<file path="src/rtl/sfifo_pkg.sv">
// Shared constants for the single-clock threshold FIFO: default geometry and
// the read-mode selector values for the FWFT parameter.
package sfifo_pkg;

  localparam int DSIZE_DEF = 8;
  localparam int ASIZE_DEF = 4;

  localparam int RD_STD  = 0;
  localparam int RD_FWFT = 1;

endpackage : sfifo_pkg

</file>
<file path="src/rtl/sfifo_mem.sv">
// DEPTH x DSIZE dual-port storage: synchronous write, asynchronous read so the
// top level can either register the head word or present it directly.
module sfifo_mem
  import sfifo_pkg::*;
#(
  parameter int DSIZE = DSIZE_DEF,
  parameter int ASIZE = ASIZE_DEF
) (
  input  logic             clk,
  input  logic             wr_en,
  input  logic [ASIZE-1:0] wr_addr,
  input  logic [DSIZE-1:0] wr_data,
  input  logic [ASIZE-1:0] rd_addr,
  output logic [DSIZE-1:0] rd_data
);

  localparam int DEPTH = 1 << ASIZE;

  logic [DSIZE-1:0] mem_q [DEPTH];

  always_ff @(posedge clk) begin
    if (wr_en) begin
      mem_q[wr_addr] <= wr_data;
    end
  end

  assign rd_data = mem_q[rd_addr];

endmodule : sfifo_mem

</file>
<file path="src/rtl/sfifo_thresh.sv">
// Single-clock FIFO with run-time almost-full/almost-empty thresholds, a live
// fill level, sticky overflow/underflow flags and a selectable FWFT read mode.
module sfifo_thresh
  import sfifo_pkg::*;
#(
  parameter int DSIZE = DSIZE_DEF,
  parameter int ASIZE = ASIZE_DEF,
  parameter int FWFT  = RD_STD
) (
  input  logic             clk,
  input  logic             rst,
  input  logic [DSIZE-1:0] wr_data,
  input  logic             wr_inc,
  output logic             wr_full,
  output logic             wr_almost_full,
  output logic             wr_overflow,
  output logic [DSIZE-1:0] rd_data,
  input  logic             rd_inc,
  output logic             rd_empty,
  output logic             rd_almost_empty,
  output logic             rd_underflow,
  input  logic [ASIZE:0]   af_thresh,
  input  logic [ASIZE:0]   ae_thresh,
  input  logic             err_clr,
  output logic [ASIZE:0]   fill_level
);

  localparam int             PW      = ASIZE + 1;
  localparam int             DEPTH   = 1 << ASIZE;
  localparam logic [PW-1:0]  DEPTH_W = PW'(DEPTH);

  logic [PW-1:0]    wr_ptr_q, wr_ptr_d;
  logic [PW-1:0]    rd_ptr_q, rd_ptr_d;
  logic             wr_ovf_q, wr_ovf_d;
  logic             rd_unf_q, rd_unf_d;
  logic [PW-1:0]    level;
  logic             full, empty;
  logic             wr_accept, rd_accept;
  logic [DSIZE-1:0] mem_rd_data;

  // The extra pointer MSB disambiguates full from empty; the modulo
  // subtraction yields 0..DEPTH directly.
  assign level = wr_ptr_q - rd_ptr_q;
  assign full  = (level == DEPTH_W);
  assign empty = (level == '0);

  assign wr_accept = wr_inc & ~full;
  assign rd_accept = rd_inc & ~empty;

  always_comb begin
    wr_ptr_d = wr_ptr_q;
    rd_ptr_d = rd_ptr_q;
    if (wr_accept) wr_ptr_d = wr_ptr_q + PW'(1);
    if (rd_accept) rd_ptr_d = rd_ptr_q + PW'(1);
    // A set condition on the clearing edge wins over err_clr.
    wr_ovf_d = (wr_ovf_q & ~err_clr) | (wr_inc & full);
    rd_unf_d = (rd_unf_q & ~err_clr) | (rd_inc & empty);
  end

  always_ff @(posedge clk or negedge rst) begin
    if (!rst) begin
      wr_ptr_q <= '0;
      rd_ptr_q <= '0;
      wr_ovf_q <= 1'b0;
      rd_unf_q <= 1'b0;
    end else begin
      wr_ptr_q <= wr_ptr_d;
      rd_ptr_q <= rd_ptr_d;
      wr_ovf_q <= wr_ovf_d;
      rd_unf_q <= rd_unf_d;
    end
  end

  sfifo_mem #(
    .DSIZE (DSIZE),
    .ASIZE (ASIZE)
  ) u_mem (
    .clk     (clk),
    .wr_en   (wr_accept),
    .wr_addr (wr_ptr_q[ASIZE-1:0]),
    .wr_data (wr_data),
    .rd_addr (rd_ptr_q[ASIZE-1:0]),
    .rd_data (mem_rd_data)
  );

  generate
    if (FWFT == RD_STD) begin : g_std
      logic [DSIZE-1:0] rd_data_q, rd_data_d;

      assign rd_data_d = rd_accept ? mem_rd_data : rd_data_q;

      always_ff @(posedge clk or negedge rst) begin
        if (!rst) begin
          rd_data_q <= '0;
        end else begin
          rd_data_q <= rd_data_d;
        end
      end

      assign rd_data = rd_data_q;
    end else begin : g_fwft
      // Head word shown directly; forced to zero while empty so stale or
      // uninitialised storage never leaks out (also gives the reset value).
      assign rd_data = empty ? '0 : mem_rd_data;
    end
  endgenerate

  assign fill_level      = level;
  assign wr_full         = full;
  assign rd_empty        = empty;
  assign wr_almost_full  = (level >= af_thresh);
  assign rd_almost_empty = (level <= ae_thresh);
  assign wr_overflow     = wr_ovf_q;
  assign rd_underflow    = rd_unf_q;

endmodule : sfifo_thresh

</file>
<file path="config.mk">
export PLATFORM = sky130hd
export DESIGN_NAME = sfifo_thresh
export DESIGN_NICKNAME = d
export VERILOG_FILES = /design/src/rtl/sfifo_pkg.sv /design/src/rtl/sfifo_mem.sv /design/src/rtl/sfifo_thresh.sv
export SDC_FILE = /design/constraint.sdc
export NUM_CORES = 1
export LEC_CHECK = 0
export ABC_AREA = 1
export CAP_MARGIN = 20
export CORE_ASPECT_RATIO = 1.5
export CORE_MARGIN = 1.5
export CORE_UTILIZATION = 48
export CTS_CLUSTER_DIAMETER = 120
export DETAILED_ROUTE_END_ITERATION = 10
export PLACE_DENSITY = 0.67
export SYNTH_ARGS = -nofsm -noshare
export SYNTH_HDL_FRONTEND = slang
export SYNTH_SLANG_ARGS = --single-unit
</file>
<file path="constraint.sdc">
create_clock -name clk -period 5.55 [get_ports clk]
set_clock_uncertainty 0.05 [all_clocks]
set_input_delay 0.8325 -clock clk [delete_from_list [all_inputs] [get_ports clk]]
set_output_delay 0.8325 -clock clk [all_outputs]
set_load 0.02 [all_outputs]
</file>
# Yosys cells after proc, flatten, opt, wreduce, memory -nomap -nowiden
# Memories as Yosys holds them, arrays and structs flattened. A register that Yosys moved wholly into a read port is not among the register bits.
# Index checks and enable logic that the tools add are counted.
[word_totals] reg_bits=12 ram_bits=128 wordCells=26 mem_count=1 output_inout_bits=19 rom_bits=0 inputBits=23 latchBits=0
[mem_list] name="u_mem.mem_q" depth=16 width=8 read_ports=1 rd_clocked_by_memory_dff=1 write_ports=1 line_no="sfifo_mem.sv:19" source="logic [DSIZE-1:0] mem_q [DEPTH];"
[classes] reduce_logical=2 mux=2 bitwise=11 mul=0 eq_ne=1 addsub=3 n_shift=0 magnitude_cmp=2 n_div=0
[op_table] op="$add A5 B1 Y5 const B" n=2
[op_table] op="$and A1 B1 Y1" n=6
[op_table] op="$eq A5 B5 Y1 const B" n=1
[op_table] op="$ge A5 B5 Y1" n=1
[op_table] op="$le A5 B5 Y1" n=1
[op_table] op="$logic_not A5 Y1" n=1
[op_table] op="$sub A5 B5 Y5" n=1
[op_table] op="$not A1 Y1" n=3
[op_table] op="$mux W1" n=2
[op_table] op="$or A1 B1 Y1" n=2
[op_table] op="$logic_not A1 Y1" n=1

# Longest topological paths before layout
# Gate-level depths: netlist of the first run.
[depth] ltp_word=6 ltp_mapped=15 ltp_nobuf=15

# Modules after synthesis
# From an unflattened synthesis of the first run, not the netlist that was laid out.
[hier_totals] cells_unflattened=721 area_unflattened_um2=7004.2
[modules_own_cells] mod="sfifo_mem" n_inst=1 cells_each=543 area_each_um2=5606.6 seq_area_each_um2=3843.7
[modules_own_cells] mod="sfifo_thresh" n_inst=1 cells_each=178 area_each_um2=1397.6 seq_area_each_um2=500.5

# Worst setup path before layout of the first run
# OpenSTA, ideal clock, no wires.
[synth_timing] kind="flip-flop to output port" start="register rd_ptr_q[1]" end="output port wr_almost_full" path_stages_with_launch=11 t_required_ns=4.668 n_path_buf=1 slack_ns=2.278 arrival_time_ns=2.390 path_cell_list="dfrtp_1 > inv_1 > clkbuf_1 > fa_1 > ha_1 > a21boi_0 > nor2_1 > and2_1 > o22ai_1 > nand3_1 > nand2_1"
[synth_between] elab_chain_cells=2
[synth_lines] element="start: declaration" line_no="sfifo_thresh.sv:33" source="logic [PW-1:0] rd_ptr_q, rd_ptr_d;"
[synth_lines] element="start signal: assignment" line_no="sfifo_thresh.sv:68" source="rd_ptr_q <= rd_ptr_d;"
[synth_lines] element="$sub A5 B5 Y5" line_no="sfifo_thresh.sv:43" source="assign level = wr_ptr_q - rd_ptr_q;"
[synth_lines] element="net fill_level[1]" line_no="sfifo_thresh.sv:25" source="output logic [ASIZE:0] fill_level"
[synth_lines] element="$ge A5 B5 Y1" line_no="sfifo_thresh.sv:111" source="assign wr_almost_full = (level >= af_thresh);"
[synth_lines] element="end: declaration" line_no="sfifo_thresh.sv:15" source="output logic wr_almost_full,"
# The timed path passes the listed nets, and every way through them passes these cells.

# Worst setup path in the final report of the first run
[layout_timing] start="register rd_ptr_q[2]" end="output port rd_almost_empty"
[layout_between] elab_chain_cells=2
[layout_lines] element="$sub A5 B5 Y5" line_no="sfifo_thresh.sv:43"
[layout_lines] element="$le A5 B5 Y1" line_no="sfifo_thresh.sv:112" source="assign rd_almost_empty = (level <= ae_thresh);"
[layout_lines] element="end: declaration" line_no="sfifo_thresh.sv:20" source="output logic rd_almost_empty,"
# Every way passes these cells.

==> reports/qor.csv, run 1 <==
metric;value;unit
clock.fmax;229;MHz
finalCriticalPeriod;4.36;ns
ys_top_cells_by_area;edfxtp_1 (59%), dfrtp_1 (7.7%), o21ai_0 (5.1%), nor2_1 (4.9%), nand2_1 (4.3%);
drv_cap;0;
grt_max_degree;68;
syn-cell-area;6480;um^2
syn_inst;563;
whs;0.426;ns
detailed_place_hpwl;9.76;mm
diodes;0;
synth_seq_area_share;67.1;%
yosys_warnings;0;
p_leak;0.00279;uW
grt_util_all_layers;21.5;%
slew_headroom;28.1;%
maxSlewViolCount;0;
crit_chain;inv_2 > ha_1 > nand3_1 > nand2_1 > nand2_1 > nand2_1 > inv_1 > ha_1 > nand3_1 > nand2_1 > inv_1 > nand3_1 > nand2_1 > clkdlybuf4s50_1;
synthTopCellsByCount;edfxtp_1 (128), nor2_1 (85), nand2_1 (74);
drive_gt1_share;8.86;%
async_flop_share;13.5;%
core_region_area;13100;um^2
p_int;2730;uW
period_share;78.5;%
rsz0062_at_grt;no;
grt-ovfl-total;0;
ant_nets;0;
p_comb_share;43.6;%
die_x;97.9;um
fp.dieArea;14200;um^2
yosysMostFrequentCell;edfxtp_1;
power_density;598;nW/um^2
floorplan.initialDensity;49.5;%
cts-hold-fix-buffers;0;
first_pass_iters;6;
worst_pin_slew;1.07;ns
grt_pass1_wl;23.1;mm
critPathKind;reg2out;
worst_setup_path_start_kind;flip-flop;
cts_tree;built;
hold_path.class;reg2reg;
setup-violations-final;0;
vdd_drop_max;239;uV
postCtsSetupBuffers;0;
worst_path_largest_cell_delay;0.65;ns
synth_ff_type;edfxtp_1;
cp_common_cell;nand2_1;
end_kind;output pin;
clock_latency;0.42;ns
crit_arrival;3.48;ns
fp-row-count;51;
fin_tns_setup;0;ns
final_nets;649;
fillers;1030;
cp_slowest_cell;dfrtp_1;
synth-seq-cells;148;
io_buffers;41;
die_h;145;um
path_max_fanout;13;
switching_share;39.8;%
synth_top_area_cell;edfxtp_1;
cts-root-buf;clkbuf_16;
synth_edf_count;128;
hold_viol;0;
area_delta_synth_final;17.1;%
netSwitchingPower;1810;uW
cts_made_buffers;17;
syn_nets;603;
place_congestion;0.866;
postSynthAreaPerCell;11.5;um^2
wl_per_cell;19.0;um
cts_sinks;148;
clk_pin_slew;0.06;ns
antenna_found_initial;0;
synth_top_area_share;59.3;%
io_pins;42;
vias;4407;
cp_data_required_time;4.67;ns
remaining_drc_errors;0;
grt_pass1_vias;4329;
routed_wl;14.8;mm
htreeDepth;4;
cts.repair.resized;0;
drt_iter0_drc;338;
vias_per_cell;5.65;
synthDistinctLibCells;30;
p_clk_share;24.0;%
status;completed;
clock_tree.buffer_depth;2;
pwr-share-seq;32.4;%
==> sequential cells by signal, indices dropped and copies added, names as in the netlist <==
name and count:
u_mem.mem_q 128, wr_overflow 1, rd_underflow 1, rd_data 8, wr_ptr_q 5, rd_ptr_q 5
==> cell type report <==
cell class / count / area, um^2 / area share (%)
clock buffers: 19 / 433 / 5.70
clock inverters: 12 / 133 / 1.75
inverters: 38 / 143 / 1.88
multi-input cells: 350 / 1840 / 24.3
flip-flops and latches: 148 / 4350 / 57.3
well taps: 159 / 199 / 2.62
repair buffers: 54 / 493 / 6.50
==> layout by cell type, fill, tap and decap left out, types with 2 or more instances in the layout <==
cell type,synthesis,routed
buf_4,1,7
nand3_1,29,29
nand4_1,2,2
nand3_2,3,3
o21ai_1,4,4
nand2_1,74,74
a21oi_1,3,3
inv_6,0,2
nor3_1,15,15
clkbuf_16,0,17
o211ai_1,16,16
nand2_2,4,4
xor2_2,3,3
clkinv_4,0,2
o21ai_0,66,66
xnor2_1,4,4
xor2_1,3,3
clkinvlp_4,0,4
clkdlybuf4s50_1,0,41
o22ai_1,18,18
dfrtp_1,20,19
inv_1,34,34
edfxtp_1,128,128
nor2_1,85,85
clkbuf_1,12,2
ha_1,16,16
bufinv_16,0,2
buf_2,10,5
inv_2,3,3
clkinv_1,1,3
==> metal layers <==
metal  vias up  GRT usage [%]  share of wire, %
met5         -              0                 0
met4         0           10.1               2.5
met3        27           4.34               5.4
met2       166           37.4                54
met1      2142           25.3                38
li1       2072              -                 -
==> cell families after synthesis <==
kind of cell | share of synthesized area, %
and+or+nand+nor | 14.0
DFF | 67.1
AOI/OAI and AO/OA | 9.35
buffers and inverters | 4.48
adders and majority gates | 3.40
xor gates and xnor gates | 1.70
==> power by group through the flow <==
stage               Clock, uW  Sequential, uW  Combinational [uW]
floorplan                   0            1500                1300
global placement            0            1490                1930
detailed placement          0            1490                1970
CTS                      1100            1470                1980
global route             1150            1490                2180
finish                   1090            1470                1980
==> through the flow <==
stage	instance area, um^2	worst slack (ns)	cells	total power [uW]	util [%]
final	7590	1.19	780	4540	58.0
after global routing	7590	0.999	780	4810	58.0
after CTS	7580	1.22	778	4550	57.9
after detailed placement	7010	1.66	747	3470	53.6
after global placement	6990	1.75	742	3420	53.4
after floorplan	6480	2.28	563	2800	-
==> worst max-delay path: cells and delay by family, from the launching register on <==
| kind | cells | cell delay (ns) |
|---|---|---|
| adder cells (fa/ha/maj) | 2 | 0.81 |
| flip-flops | 1 | 0.65 |
| AND/OR/NAND/NOR | 8 | 0.64 |
| buffers and inverters | 4 | 0.95 |
==> final timing paths <==
kind,from,to,slack (ns),cells past startpoint
worst max-delay path,rd_ptr_q[2],rd_almost_empty,1.19,14
worst min-delay path,rd_data[7],rd_data[7],0.43,2
worst max register to register,rd_ptr_q[2],u_mem.mem_q[12][7],1.83,10
worst min register to register,rd_data[7],rd_data[7],0.43,2
max in group asynchronous,rst,rd_ptr_q[0],3.90,1
min in group asynchronous,rst,rd_data[3],0.90,1
(Power assumes the default switching activity.)
==> inputs of run 2 (changes only) <==
- clock period: 5.55 -> 4.4 ns (I/O delays scaled with it)
==> reports/qor.csv, run 2 (synthesized netlist as in run 1, its figures left out) <==
metric;value;unit;change
path_max_fanout;13;;unchanged
setup-violations-final;0;;unchanged
cts_made_buffers;17;;unchanged
crit_arrival;3.37;ns;-0.11 ns
hold_viol;0;;unchanged
cts-hold-fix-buffers;0;;unchanged
io_pins;42;;unchanged
reg2reg_slack;1.03;ns;-0.80 ns
grt_util_all_layers;22.0;%;+0.42 points
drive_gt1_share;10.3;%;+1.5 points
cts_tree;built;;
vias_per_cell;5.57;;-1.4%
first_pass_iters;5;;-1
final_cell_mix;edfxtp_1 (128), nor2_1 (85), nand2_1 (74);;
clock.fmax;245;MHz;
slew_headroom;43.9;%;+16 points
final_nets;656;;+1.1%
die_h;145;um;unchanged
area_delta_synth_final;19.1;%;
clk_pin_slew;0.06;ns;about the same
drt_iter0_drc;415;;+23%
grt_pass1_vias;4349;;+0.46%
io_buffers;41;;unchanged
worst_setup_path_start_kind;flip-flop;;
status;completed;;
drv_cap;0;;unchanged
clock_latency;0.41;ns;about the same
grt_pass1_wl;23.4;mm;+1.5%
cp_common_cell;nand2_1;;
largest_register_ffs;128;;unchanged
end_kind;output pin;;
postCtsSetupBuffers;0;;unchanged
maxSlewViolCount;0;;unchanged
cts_sinks;148;;unchanged
diodes;0;;unchanged
routed_wl;14.9;mm;+0.42%
cts-root-buf;clkbuf_16;;
vdd_drop_max;363;uV;+52%
power_density;758;nW/um^2;+27%
period_share;92.8;%;
fin_area;7710;um^2;+1.6%
clock_tree.buffer_depth;2;;unchanged
core_region_area;13100;um^2;unchanged
remaining_drc_errors;0;;unchanged
regMostFlops;u_mem.mem_q;;
rsz0062_at_grt;no;;
detailed_place_hpwl;9.87;mm;+1.0%
wl_per_cell;18.9;um;-0.60%
hold_path.class;in2async;;
worst_path_largest_cell_delay;0.60;ns;-0.05 ns
fp.dieArea;14200;um^2;unchanged
die_x;97.9;um;unchanged
cp_slowest_cell;dfrtp_1;;
critPathKind;reg2out;;
r2r-end;u_mem.mem_q[15][1];;
worst_pin_slew;0.838;ns;-0.233 ns
finalCriticalPeriod;4.08;ns;
reg2regPathDepth;9;;-1
place_area;7080;um^2;+0.89%
cts.repair.resized;0;;unchanged
final_common_cell;edfxtp_1;;
antenna_found_initial;0;;unchanged
p_leak;0.00286;uW;+2.4%
floorplan.initialDensity;49.5;%;unchanged
regToRegStartpoint;rd_ptr_q[2];;
ant_nets;0;;unchanged
cp_data_required_time;3.69;ns;-0.98 ns
fp-row-count;51;;unchanged
place_congestion;0.855;;-1.3%
vias;4392;;-0.34%
crit_chain;inv_2 > ha_1 > nand3_1 > nand2_1 > nand2_1 > nand2_1 > inv_1 > ha_1 > nand3_1 > nand2_1 > inv_1 > nand3_1 > nand2_1 > clkdlybuf4s50_1;;
grt_max_degree;68;;unchanged
fin_tns_setup;0;ns;unchanged
grt-ovfl-total;0;;unchanged
htreeDepth;4;;unchanged
-- run 2: how the worst max path moves through the flow --
stage / start / end
floorplan: rd_ptr_q[1] / wr_almost_full
global route: rd_ptr_q[2] / rd_almost_empty
global placement: rd_ptr_q[2] / rd_almost_empty
detailed placement: rd_ptr_q[2] / rd_almost_empty
CTS: rd_ptr_q[2] / rd_almost_empty
finish: rd_ptr_q[2] / rd_almost_empty
-- run 2: area by class of cell --
class / instances / area (um^2)
multi-input combinational: 350 / 1840
sequential: 148 / 4350
timing repair buffer: 61 / 581
clock buffer: 18 / 429
clock inverter: 14 / 174
inverter: 38 / 143
fill: 1025 / 5370
tap: 159 / 199
-- run 2: metrics by stage --
step	instances	total power [uW]	util [%]	hold WS, ns	setup WS, ns
6_report	788	5850	59.0	0.391	0.315
5_1_grt	788	6200	59.0	0.381	0.0796
4_1_cts	786	5850	58.7	0.433	0.298
3_5_place_dp	754	4390	54.1	0.417	0.736
3_3_place_gp	754	4320	54.1	0.412	0.814
2_1_floorplan	563	3530	-	0.314	1.30
-- run 2: report_power, final --
group / internal, uW / switching, uW / leakage (uW)
clock: 898 / 560 / 0.000286
combinational: 921 / 1630 / 0.00117
sequential: 1730 / 110 / 0.00140
total: 3550 / 2300 / 0.00286
-- run 2: layer usage --
layer / share of wire [%] / track usage [%] / vias to the layer above
li1: - / - / 2086
met1: 39 / 26.1 / 2115
met2: 52 / 37.4 / 155
met3: 4.9 / 4.67 / 36
met4: 4.3 / 10.9 / 0
met5: 0 / 0 / -
-- run 2: worst max-delay path: cells and delay by family (launching register included) --
family        cells  cell delay [ns]
flops             1             0.60
simple gates      8             0.62
fa+ha+maj         2             0.80
buf+inv           4             0.93
==> inputs of run 3 (changes only) <==
--- a/constraint.sdc
+++ b/constraint.sdc
@@ -4,2 +4,2 @@
 set_output_delay 0.66 -clock clk [all_outputs]
-set_load 0.02 [all_outputs]
+set_load 0.005 [all_outputs]
==> reports/qor.csv, run 3 (synthesized netlist as in run 1, its figures left out) <==
metric;value;unit;change
status;completed;;
io_buffers;41;;unchanged
regToRegStartpoint;rd_ptr_q[2];;
floorplan.initialDensity;49.5;%;unchanged
maxSlewViolCount;0;;unchanged
detailed_place_hpwl;9.99;mm;+1.3%
worst_pin_slew;0.912;ns;+0.0738 ns
rsz0062_at_grt;no;;
largest_register_ffs;128;;unchanged
grt-ovfl-total;0;;unchanged
finalWorstSetupSlack;0.339;ns;+0.0233 ns
worst_setup_path_start_kind;flip-flop;;
hold_viol;0;;unchanged
place_congestion;0.906;;+6.0%
remaining_drc_errors;0;;unchanged
slew_headroom;39.0;%;-4.9 points
diodes;0;;unchanged
ant_nets;0;;unchanged
grt_max_degree;68;;unchanged
final_cell_mix;edfxtp_1 (128), nor2_1 (85), nand2_1 (74);;
core_region_area;13100;um^2;unchanged
period_share;92.3;%;-0.53 points
die_h;145;um;unchanged
crit_start;rd_ptr_q[2];;
crit_arrival;3.35;ns;-0.02 ns
drt_iter0_drc;305;;-27%
fp.dieArea;14200;um^2;unchanged
wl_per_cell;18.9;um;+0.13%
critPathKind;reg2out;;
area_delta_synth_final;18.6;%;
htreeDepth;4;;unchanged
path_max_fanout;13;;unchanged
cts-hold-fix-buffers;0;;unchanged
final_common_cell;edfxtp_1;;
setup-violations-final;0;;unchanged
clock_latency;0.42;ns;about the same
cts_sinks;148;;unchanged
p_leak;0.00284;uW;-0.62%
fin_tns_setup;0;ns;unchanged
postCtsSetupBuffers;0;;unchanged
antenna_found_initial;0;;unchanged
fp-row-count;51;;unchanged
clock_tree.buffer_depth;2;;unchanged
regMostFlops;u_mem.mem_q;;
drive_gt1_share;10.2;%;-0.16 points
routed_wl;14.9;mm;+0.13%
vdd_drop_max;351;uV;-3.1%
whs;0.426;ns;+0.0353 ns
cts.repair.resized;0;;unchanged
finalCriticalPeriod;4.06;ns;-0.0233 ns
die_x;97.9;um;unchanged
grt_util_all_layers;21.7;%;-0.28 points
reg2reg_slack;0.94;ns;-0.09 ns
hold_path.class;reg2reg;;
fillers;1050;;+2.4%
min_from;rd_data[3];;
dp_slack;0.807;ns;+0.0714 ns
cp_data_required_time;3.69;ns;about the same
grt_pass1_wl;23.2;mm;-0.91%
drv_cap;0;;unchanged
cts-root-buf;clkbuf_16;;
end_kind;output pin;;
grt_pass1_vias;4284;;-1.5%
cts_tree;built;;
io_pins;42;;unchanged
cts_made_buffers;17;;unchanged
clock.fmax;246;MHz;+0.57%
first_pass_iters;5;;unchanged
final_nets;656;;unchanged
power_density;729;nW/um^2;-3.8%
vias_per_cell;5.62;;+0.87%
vias;4430;;+0.87%
clk_pin_slew;0.06;ns;about the same
[run 3: final timing paths]
check / endpoint / cells after the start
setup / recovery: rd_almost_empty / 14
hold / removal: rd_data[3] / 2
setup reg to reg: u_mem.mem_q[13][4] / 10
hold reg to reg: rd_data[3] / 2
max in group asynchronous: rd_ptr_q[0] / 1
min in group asynchronous: rd_data[0] / 1
[run 3: cell type report]
class	count	area, um^2	share of cell area, %
timing repair buffer	61	573	7.46
sequential	148	4350	56.5
multi-input combinational	350	1840	24.0
clock buffer	19	433	5.63
tap	159	199	2.59
clock inverter	13	149	1.94
inverter	38	143	1.86
[run 3: metrics by stage]
stage / cell area [um^2] / cells / total power [uW] / utilization [%]
2_1_floorplan: 6480 / 563 / 3350 / -
5_1_grt: 7690 / 788 / 5950 / 58.8
3_3_place_gp: 7080 / 755 / 4130 / 54.2
3_5_place_dp: 7080 / 755 / 4200 / 54.2
4_1_cts: 7670 / 787 / 5610 / 58.6
6_report: 7690 / 788 / 5600 / 58.8
[run 3: layer usage]
| metal | wire length (um) | track usage, % |
|---|---|---|
| met1 | 5780 | 25.2 |
| met2 | 8160 | 38.4 |
| met3 | 621 | 4.43 |
| met4 | 367 | 9.14 |
| met5 | 0 | 0 |
[run 3: critical path, cell delays in order, from the launching register on]
cell,delay (ns)
dfrtp_1,0.64
inv_2,0.21
ha_1,0.47
nand3_1,0.13
nand2_1,0.09
nand2_1,0.04
nand2_1,0.09
inv_1,0.10
ha_1,0.34
nand3_1,0.10
nand2_1,0.05
inv_1,0.04
nand3_1,0.07
nand2_1,0.06
clkdlybuf4s50_1,0.49
[run 3: power breakdown]
group,internal (uW),switching (uW),leakage (uW)
registers,1730,117,0.00140
logic,913,1430,0.00116
clock network,842,566,0.000270
total,3490,2110,0.00284
